[src/rtl/fft_pair_feeder.sv]
// Ping-pong frame buffer feeding a 2-point butterfly: collects N serial complex samples
// per bank, then presents (x[i], x[i+N/2]) pairs one per cycle.
module fft_pair_feeder #(
    parameter int N  = 8,
    parameter int DW = 32
) (
    input  logic          clk,
    input  logic          rst,
    input  logic          in_valid,
    output logic          in_ready,
    input  logic [DW-1:0] in_real,
    input  logic [DW-1:0] in_imag,
    output logic          out_valid,
    input  logic          out_ready,
    output logic [DW-1:0] pair_real0,
    output logic [DW-1:0] pair_real1,
    output logic [DW-1:0] pair_imag0,
    output logic [DW-1:0] pair_imag1,
    output logic          pair_last
);
    localparam int H  = N / 2;
    localparam int AW = (N > 2) ? $clog2(N) : 1;
    localparam int RW = (H > 1) ? $clog2(H) : 1;

    typedef struct packed {
        logic [DW-1:0] re;
        logic [DW-1:0] im;
    } sample_t;

    sample_t [1:0][N-1:0] mem;
    logic    [1:0]        full;
    logic                 wr_bank, rd_bank;
    logic    [AW-1:0]     wr_cnt;
    logic    [RW-1:0]     rd_cnt;

    logic    acc, acc_last, pop, pop_last;
    logic    [AW-1:0] idx0, idx1;
    sample_t s0, s1;

    assign in_ready  = ~full[wr_bank];
    assign out_valid = full[rd_bank];
    assign pair_last = out_valid & (rd_cnt == RW'(H - 1));

    assign acc      = in_valid & in_ready;
    assign acc_last = acc & (wr_cnt == AW'(N - 1));
    assign pop      = out_valid & out_ready;
    assign pop_last = pop & pair_last;

    // Control state; set and clear of full[] always target different banks.
    always_ff @(posedge clk or posedge rst) begin
        if (rst) begin
            full    <= '0;
            wr_bank <= 1'b0;
            rd_bank <= 1'b0;
            wr_cnt  <= '0;
            rd_cnt  <= '0;
        end else begin
            if (acc) begin
                wr_cnt <= acc_last ? '0 : wr_cnt + AW'(1);
                if (acc_last) begin
                    full[wr_bank] <= 1'b1;
                    wr_bank       <= ~wr_bank;
                end
            end
            if (pop) begin
                rd_cnt <= pop_last ? '0 : rd_cnt + RW'(1);
                if (pop_last) begin
                    full[rd_bank] <= 1'b0;
                    rd_bank       <= ~rd_bank;
                end
            end
        end
    end

    // Sample storage carries no reset; full[] guards every read.
    always_ff @(posedge clk) begin
        if (acc)
            mem[wr_bank][wr_cnt] <= {in_real, in_imag};
    end

    assign idx0 = AW'(rd_cnt);
    assign idx1 = idx0 + AW'(H);
    assign s0   = mem[rd_bank][idx0];
    assign s1   = mem[rd_bank][idx1];

    assign pair_real0 = out_valid ? s0.re : '0;
    assign pair_imag0 = out_valid ? s0.im : '0;
    assign pair_real1 = out_valid ? s1.re : '0;
    assign pair_imag1 = out_valid ? s1.im : '0;

endmodule

[config.mk]
export PLATFORM = sky130hd
export DESIGN_NAME = fft_pair_feeder
export DESIGN_NICKNAME = d
export VERILOG_FILES = /design/src/rtl/fft_pair_feeder.sv
export SDC_FILE = /design/constraint.sdc
export NUM_CORES = 1
export LEC_CHECK = 0
export CAP_MARGIN = 20
export CORE_MARGIN = 8
export CORE_UTILIZATION = 40
export CTS_CLUSTER_SIZE = 28
export DETAILED_ROUTE_END_ITERATION = 6
export GPL_TIMING_DRIVEN = 0
export SLEW_MARGIN = 10
export SYNTH_ARGS = -nofsm -noshare
export SYNTH_HDL_FRONTEND = slang
export SYNTH_SLANG_ARGS = --single-unit
[constraint.sdc]
create_clock -name clk -period 8.1 [get_ports clk]
set_input_delay 1.215 -clock clk [delete_from_list [all_inputs] [get_ports clk]]
set_output_delay 1.215 -clock clk [all_outputs]
set_load 0.005 [all_outputs]
## After elaboration in Yosys (flattened, before gate mapping)

Cells that the tools add are included.

- Order comparisons: 8
- Reduce and logical (&&, ||, !) cells: 5
- $add $sub $neg: 3
- Bitwise gates (word level): 11
- Equal/unequal tests: 2
- Mux-type cells: 29

Operators by type and width:

| kind | number |
|---|---|
| 2-to-1 mux 512 bit | 3 |
| bitwise mux 1024 bit | 1 |
| demux 512 bit (select 1 bit) | 1 |
| binary-select mux 64 bit (select 3 bit) | 1 |
| demux 64 bit (select 3 bit) | 1 |
| 2-to-1 mux 64 bit | 3 |
| binary-select mux 64 bit (select 2 bit) | 1 |
| 2-to-1 mux 32 bit | 4 |
| 2-to-1 mux 2 bit | 5 |
| < comparator 3 x 4 -> 1 bit (second input constant) | 2 |
| 2-to-1 mux 1 bit | 6 |
| bitwise AND 1 bit | 5 |
| < comparator 1 x 2 -> 1 bit (second input constant) | 2 |
| < comparator 2 x 4 -> 1 bit (second input constant) | 1 |
| AND reduction 2 bit | 2 |
| adder 2 x 3 -> 3 bit (second input constant) | 1 |
| adder 3 x 1 -> 3 bit (second input constant) | 1 |
| == test 3 bit (second input constant) | 1 |
| >= comparator 3 x 1 -> 1 bit (second input constant) | 1 |
| logical AND 1 bit | 3 |
| 2-to-1 mux 3 bit | 1 |
| NOT 1 bit | 3 |
| adder 2 x 1 -> 2 bit (second input constant) | 1 |
| bitwise AND 2 bit | 1 |
| other kinds (5) | 7 |

- Bits of input ports: 68
- Output and inout port bits: 131
- Logic and storage cells: 95
- Register bits after elaboration: 1033

## Longest topological paths before layout

Gate-level depths: netlist of the first run.

- Word-level depth: 10
- Gate-level depth with buffers: 7

## Worst setup path after synthesis of the first run

OpenSTA, ideal clock, no wires.

- Kind: input to register
- Start: in in_valid
- End: reg mem[512] (netlist name) (enable)
- Data required time: 7535 ps
- Path slack: 1330 ps
- Arrival: 6206 ps
- Stages: 4
- Cell sequence: clkbuf_1 -> nand2_1 -> or3_1 -> nor3_1

- Word-level cells in the longest chain between the ends: 1

Ends and longest elaborated chain:

| item | RTL line | RTL |
|---|---|---|
| from (decl) | 9 | `input logic in_valid,` |
| bitwise AND 1 bit | 44 | `assign acc = in_valid & in_ready;` |
| to (signal, indexed assignment) | 78 | `mem[wr_bank][wr_cnt] <= {in_real, in_imag};` |
| to (decl) | 30 | `sample_t [1:0][N-1:0] mem;` |

No other way between the ends.
A chain may end at the register's enable or synchronous reset.

## Worst setup path after layout of the first run

- Start: reg rd_cnt[0]
- End: out pair_real1[26]

- Word-level cells in the longest chain between the ends: 4

Ends and longest elaborated chain:

| item | RTL line | RTL |
|---|---|---|
| from (decl) | 34 | `logic [RW-1:0] rd_cnt;` |
| from (signal assigned) | 66 | `rd_cnt <= pop_last ? '0 : rd_cnt + RW'(1);` |
| adder 2 x 3 -> 3 bit | 82 | `assign idx1 = idx0 + AW'(H);` |
| binary-select mux 64 bit (select 3 bit) | 84 | `assign s1 = mem[rd_bank][idx1];` |
| 2-to-1 mux 64 bit (not written as such) | 84 |  |
| 2-to-1 mux 32 bit | 88 | `assign pair_real1 = out_valid ? s1.re : '0;` |
| to (decl) | 16 | `output logic [DW-1:0] pair_real1,` |

No other way between the ends. The select of a mux whose other input is x is not followed.

==> results of run 1 <==
==> path summary, 6_finish.rpt <==
| kind | slack [ps] | endpoint | from |
|---|---|---|---|
| max | 2900 | pair_real1[26] | rd_cnt[0] |
| min | 600 | full[0] | full[0] |
| max reg2reg | 5260 | mem[14] | wr_bank |
| min reg2reg | 600 | full[0] | full[0] |
| max in group asynchronous | 6950 | rd_cnt[0] | rst |
| min in group asynchronous | 890 | wr_bank | rst |
==> flip-flops by register name, indices dropped and copies added (netlist names) <==
name and cells:
rd_cnt 2, wr_cnt 3, full 2, rd_bank 1, mem 1024, wr_bank 1
==> worst max-delay path, delay by kind of cell (launching register included) <==
| kind | cells | cell delay [ps] |
|---|---|---|
| compound gates | 1 | 200 |
| buf+inv | 4 | 1980 |
| flops | 1 | 450 |
| simple gates | 2 | 680 |
==> cell usage after synthesis, types with 3 or more instances <==
| cell type | number | area share |
|---|---|---|
| o21ai_1 | 98 | 0.012 |
| dfrtp_1 | 9 | 0.0056 |
| o22ai_1 | 128 | 0.020 |
| nor2b_1 | 130 | 0.020 |
| nand3_1 | 3 | 0.00037 |
| buf_1 | 9 | 0.00084 |
| edfxtp_1 | 1024 | 0.76 |
| mux2_1 | 84 | 0.023 |
| clkbuf_1 | 52 | 0.0048 |
| ha_1 | 3 | 0.00093 |
| mux2_2 | 306 | 0.086 |
| nand2_1 | 5 | 0.00047 |
| nor3_1 | 132 | 0.016 |
| buf_2 | 56 | 0.0070 |
| nand2b_1 | 4 | 0.00062 |
| buf_4 | 16 | 0.0030 |
| nor2_1 | 15 | 0.0014 |
| o21ai_0 | 30 | 0.0037 |
| buf_6 | 12 | 0.0034 |
| a211oi_1 | 128 | 0.024 |
==> layout make-up <==
type | count | area, sq um | area share
sequential | 1033 | 31000 | 0.641
antenna | 4 | 10.0 | 0.000207
multi-input combinational | 1078 | 8620 | 0.179
buffer | 145 | 764 | 0.0158
timing repair buffer | 269 | 3060 | 0.0633
inverter | 1 | 3.75 | 0.0000777
clock inverter | 58 | 463 | 0.00959
clock buffer | 133 | 2760 | 0.0572
tap | 1298 | 1620 | 0.0336
==> cells by family after synthesis <==
kind of cell,after synthesis,share of synthesized area
compound gates,387,0.0602
xor+xnor,2,0.000435
fa+ha+maj,3,0.000933
buf+inv,146,0.0191
flops,1033,0.769
mux,391,0.109
simple gates,295,0.0406
==> power by group through the flow <==
stage | clock, mW | combinational (mW) | sequential, mW
2_1_floorplan | 0 | 3.02 | 6.53
3_3_place_gp | 0 | 5.76 | 6.59
3_5_place_dp | 0 | 5.99 | 6.51
4_1_cts | 4.64 | 6.02 | 6.40
5_1_grt | 4.84 | 6.32 | 6.43
6_report | 4.56 | 5.92 | 6.40
==> through the flow <==
step | setup TNS, ps | util | power (mW) | setup slack, ps
5_1_grt | 0 | 0.483 | 17.6 | 2810
3_5_place_dp | 0 | 0.450 | 12.5 | 3610
4_1_cts | 0 | 0.483 | 17.1 | 2880
6_report | 0 | 0.483 | 16.9 | 2900
2_1_floorplan | 0 | - | 9.55 | 1330
3_3_place_gp | -813840 | 0.439 | 12.4 | -3580
==> per-layer routing <==
layer  routed length [microns]  share of wire  track usage  up-vias
met1                     45500           0.42        0.256    11400
met4                      3270          0.030       0.0607        0
met5                         0              0            0        -
met2                     51800           0.48        0.311      806
met3                      7300          0.068       0.0310      178
li1                          -              -            -     9765
==> impl_metrics.py, run 1 <==
metrics = {
    "floorplanning": {
        "die_h_microns": 333,
        "die-area_sq_um": 111000,
        "num_rows": 116,
        "placeableCoreArea_sq_um": 100000,
        "start_util": 0.403,
        "die_w_microns": 333,
        "io_pins": 199,
    },
    "setup_path": {
        "crit_required_ps": 6880,
        "crit_top_cell": "clkbuf_1",
        "cp_max_fo": 10,
        "path_cells": "nand2_1, clkbuf_1, buf_8, clkbuf_1, o22ai_1, nor3_1, clkdlybuf4s50_1",
        "crit_type": "register to primary output",
        "start_kind": "register",
        "cp.arrival_ps": 3990,
        "critPathSlowestCell": "clkdlybuf4s50_1",
        "r2r_cells": 8,
        "endpoint_kind": "primary output",
        "critPathMaxStageDelay_ps": 630,
    },
    "power": {
        "power_frac_seq": 0.379,
        "switchingPower_mw": 5.57,
        "irDropWorstVdd_uv": 215,
        "sw_frac_of_total": 0.330,
        "p_per_area_nw_per_um2": 350,
        "p_int_mw": 11.3,
        "p_comb_frac": 0.351,
        "clkPwrFrac": 0.270,
        "leakagePower_nw": 15.1,
    },
    "synth": {
        "synth_cell_types": 31,
        "ys_ff_latch": 1033,
        "synthArstFlopShare": 0.00871,
        "synth_edf_count": 1024,
        "ys_warn_count": 0,
        "syn_inst": 2257,
        "syn-cell-area_sq_um": 40300,
        "ys.flop_type": "edfxtp_1",
        "synth.avg_cell_area_sq_um": 17.8,
        "syn-num-nets": 2328,
        "ys_seq_area_frac": 0.769,
    },
    "timing": {
        "hold_ws_ps": 600,
        "fmax_ghz": 0.192,
        "setup_viol_count_final": 0,
        "finalCriticalPeriod_ps": 5200,
        "finalCritPeriodShare": 0.642,
        "maxSlewViolCount": 0,
        "rsz0062_at_grt": "false",
        "finClkSkew_ps": 26.6,
        "hold_violations": 0,
        "worst_pin_slew_ps": 904,
        "slew_headroom": 0.392,
    },
    "clocking": {
        "clkTransAtPathRegs_ps": 60,
        "hold_buffers": 0,
        "tritoncts": "yes",
        "worstSkewPairLatency_ps": 670,
        "postCtsSetupBuffers": 0,
        "cts_buffer_depth": 3,
        "clkSinkCount": 1033,
        "postCtsResizedCells": 0,
        "htreeDepth": 3,
        "root_buffer": "clkbuf_16",
        "cts_buffers": 103,
    },
    "global_routing": {
        "grt_start_max_net_pins": 23,
        "grt_use_total": 0.189,
        "first_global_vias": 22600,
        "grt_pass1_wl_mm": 155,
        "antenna_found_initial": 10,
        "overflow": 0,
    },
    "placed_design": {
        "gp_congestion": 0.780,
        "numPortBuffers": 197,
        "place_area_sq_um": 45000,
        "placed_cells": 3824,
        "dp_hpwl_mm": 71.9,
    },
    "min_path": {
        "hold_class": "register to register",
        "hold_depth": 1,
    },
    "finish": {
        "nNetsFinal": 2702,
        "syn2layout_area_growth_pct": 19.9,
        "mostFrequentLayoutCells": "1024 x edfxtp_1, 306 x mux2_2, 197 x clkdlybuf4s50_1",
        "nFillCells": 8202,
        "fin_area_sq_um": 48300,
        "drive_above_1_share": 0.229,
        "final_common_cell": "edfxtp_1",
        "finalNonFillerCells": 4019,
    },
    "route": {
        "drc": 0,
        "drtIter0Drc": 2207,
        "drtPass1Iterations": 5,
        "drtAntennaViolNets": 0,
        "wl_per_cell_microns": 26.9,
        "viasPerCell": 5.51,
        "wl_mm": 108,
        "vias": 22200,
    },
    "run_status": {
        "status": "completed",
    },
    "job": {
        "timing.max_cap.violations": 0,
    },
}
No activity file was read; power rests on OpenSTA's default activity.
==> run 2: changes to the inputs <==
==> constraint.sdc (replaced) <==
create_clock -name clk -period 4.9 [get_ports clk]
set_input_delay 0.735 -clock clk [delete_from_list [all_inputs] [get_ports clk]]
set_output_delay 0.735 -clock clk [all_outputs]
set_load 0.005 [all_outputs]
==> run 2 against run 1 <==
  * Clock-buffer cell count did not move
  * Setup slack got worse by 2600 ps
  * Sequential power grew 66%
  * Via count decreased by 0.72%
  * Clock skew shrank 1.1 ps
  * Worst hold slack lost 150 ps
  * Global-route usage up 0.18 points
  * Cell area up 0.93%
  * Wire length grew 0.64%
  * Highest routed layer is now met5
==> impl_metrics.py, run 2 (synthesis results as in run 1) <==
metrics = {
    "run_status": {
        "status": "completed",
    },
    "setup_path": {
        "critPathMaxStageDelay_ps": 740,
        "r2r_start": "wr_bank",
        "endpoint": "pair_real0[31]",
        "path_cells": "nand2_1, clkbuf_1, clkbuf_1, o22ai_1, nor3_1, clkdlybuf4s50_1",
        "crit_top_cell": "clkbuf_1",
        "crit_type": "register to primary output",
        "critPathSlowestCell": "nor3_1",
        "endpoint_kind": "primary output",
        "start_kind": "register",
        "worst-r2r-setup-slack_ps": 1950,
        "cp.arrival_ps": 3880,
        "r2r_cells": 8,
        "cp_max_fo": 10,
        "worstSetupStartpoint": "rd_cnt[0]",
        "r2r-end": "mem[310]",
        "crit_required_ps": 4160,
    },
    "clocking": {
        "clkSinkCount": 1033,
        "cts_buffers": 103,
        "cts_buffer_depth": 3,
        "tritoncts": "yes",
        "worstSkewPairLatency_ps": 660,
        "postCtsSetupBuffers": 0,
        "clkTransAtPathRegs_ps": 60,
        "htreeDepth": 3,
        "postCtsResizedCells": 0,
        "hold_buffers": 0,
        "root_buffer": "clkbuf_16",
    },
    "finish": {
        "final_common_cell": "edfxtp_1",
        "drive_above_1_share": 0.227,
        "nNetsFinal": 2687,
        "largest_reg_flops": 1024,
        "syn2layout_area_growth_pct": 21.1,
        "finalNonFillerCells": 4002,
        "top_register": "mem",
        "final_util": 0.487,
        "mostFrequentLayoutCells": "1024 x edfxtp_1, 306 x mux2_2, 197 x clkdlybuf4s50_1",
        "top_regs": "mem (1024), wr_cnt (3)",
    },
    "global_routing": {
        "grt_use_total": 0.191,
        "antenna_found_initial": 10,
        "overflow": 0,
        "grt_pass1_wl_mm": 157,
        "first_global_vias": 22700,
        "grt_start_max_net_pins": 25,
    },
    "power": {
        "clkPwrFrac": 0.282,
        "leakagePower_nw": 15.3,
        "p_int_mw": 19.2,
        "switchingPower_mw": 9.26,
        "p_per_area_nw_per_um2": 585,
        "p_comb_frac": 0.346,
        "sw_frac_of_total": 0.325,
        "power_mw": 28.5,
        "irDropWorstVdd_uv": 298,
        "power_frac_seq": 0.372,
    },
    "route": {
        "drtPass1Iterations": 5,
        "drc": 0,
        "viasPerCell": 5.50,
        "drtIter0Drc": 1993,
        "vias": 22000,
        "drtAntennaViolNets": 0,
        "wl_per_cell_microns": 27.1,
        "wl_mm": 109,
    },
    "timing": {
        "setup_viol_count_final": 0,
        "fmax_ghz": 0.217,
        "finClkSkew_ps": 25.5,
        "final.setup.tns_ps": 0,
        "slew_headroom": 0.370,
        "finalCritPeriodShare": 0.942,
        "finalCriticalPeriod_ps": 4610,
        "setup_ws_ps": 286,
        "worst_pin_slew_ps": 938,
        "maxSlewViolCount": 0,
        "rsz0062_at_grt": "false",
        "hold_violations": 0,
    },
    "floorplanning": {
        "num_rows": 116,
        "placeableCoreArea_sq_um": 100000,
        "die_w_microns": 333,
        "start_util": 0.403,
        "die-area_sq_um": 111000,
        "io_pins": 199,
        "die_h_microns": 333,
    },
    "placed_design": {
        "placed_cells": 3809,
        "gp_congestion": 0.770,
        "dp_hpwl_mm": 72.4,
        "numPortBuffers": 197,
        "pre_cts_ws_ps": 953,
    },
    "min_path": {
        "hold_class": "input pin to asynchronous set/reset pin",
    },
    "job": {
        "timing.max_cap.violations": 0,
    },
}
run 2: metal layers:
layer / vias up / global-route usage / wire length, microns
li1: 9753 / - / -
met1: 11300 / 0.253 / 45100
met2: 773 / 0.314 / 52100
met3: 164 / 0.0428 / 8180
met4: 6 / 0.0555 / 3140
met5: - / 0 / 27
run 2: per-stage QoR:
step / hold slack, ps / area, sq um
after floorplan: 543 / 40300
after global placement: 565 / 43900
after detailed placement: 587 / 45300
after CTS: 420 / 48700
after global routing: 432 / 48700
final: 450 / 48700
run 2: critical path, delay by kind of cell (launching register included):
kind	cells	cell delay [ps]
DFF	1	440
buffers and inverters	3	1770
AOI/OAI and AO/OA	1	160
and+or+nand+nor	2	840
run 2: power groups by stage:
stage / clock, mW / combinational, mW / sequential (mW)
3_3_place_gp: 0 / 9.56 / 10.9
4_1_cts: 8.17 / 10.0 / 10.6
6_report: 8.04 / 9.87 / 10.6
2_1_floorplan: 0 / 5.00 / 10.8
3_5_place_dp: 0 / 10.0 / 10.8
5_1_grt: 8.48 / 10.6 / 10.6
run 2: cell type report:
class / count / area, sq um
plain buffers: 145 / 764
inverters: 1 / 3.75
flip-flops and latches: 1033 / 31000
repair buffers: 254 / 3250
clock buffers: 133 / 2830
clock inverters: 54 / 631
diodes: 6 / 15.0
well taps: 1298 / 1620
fillers: 8173 / 51300
multi-input cells: 1078 / 8650
run 2: worst min path at each step:
stage            start         to  slack, ps  cells past startpoint
5_1_grt            rst  wr_cnt[0]        430                      2
2_1_floorplan  full[0]    full[0]        540                      1
3_5_place_dp   full[0]    full[0]        590                      1
6_report           rst  wr_cnt[2]        450                      2
3_3_place_gp   full[0]    full[0]        570                      1
4_1_cts            rst  rd_cnt[1]        420                      2
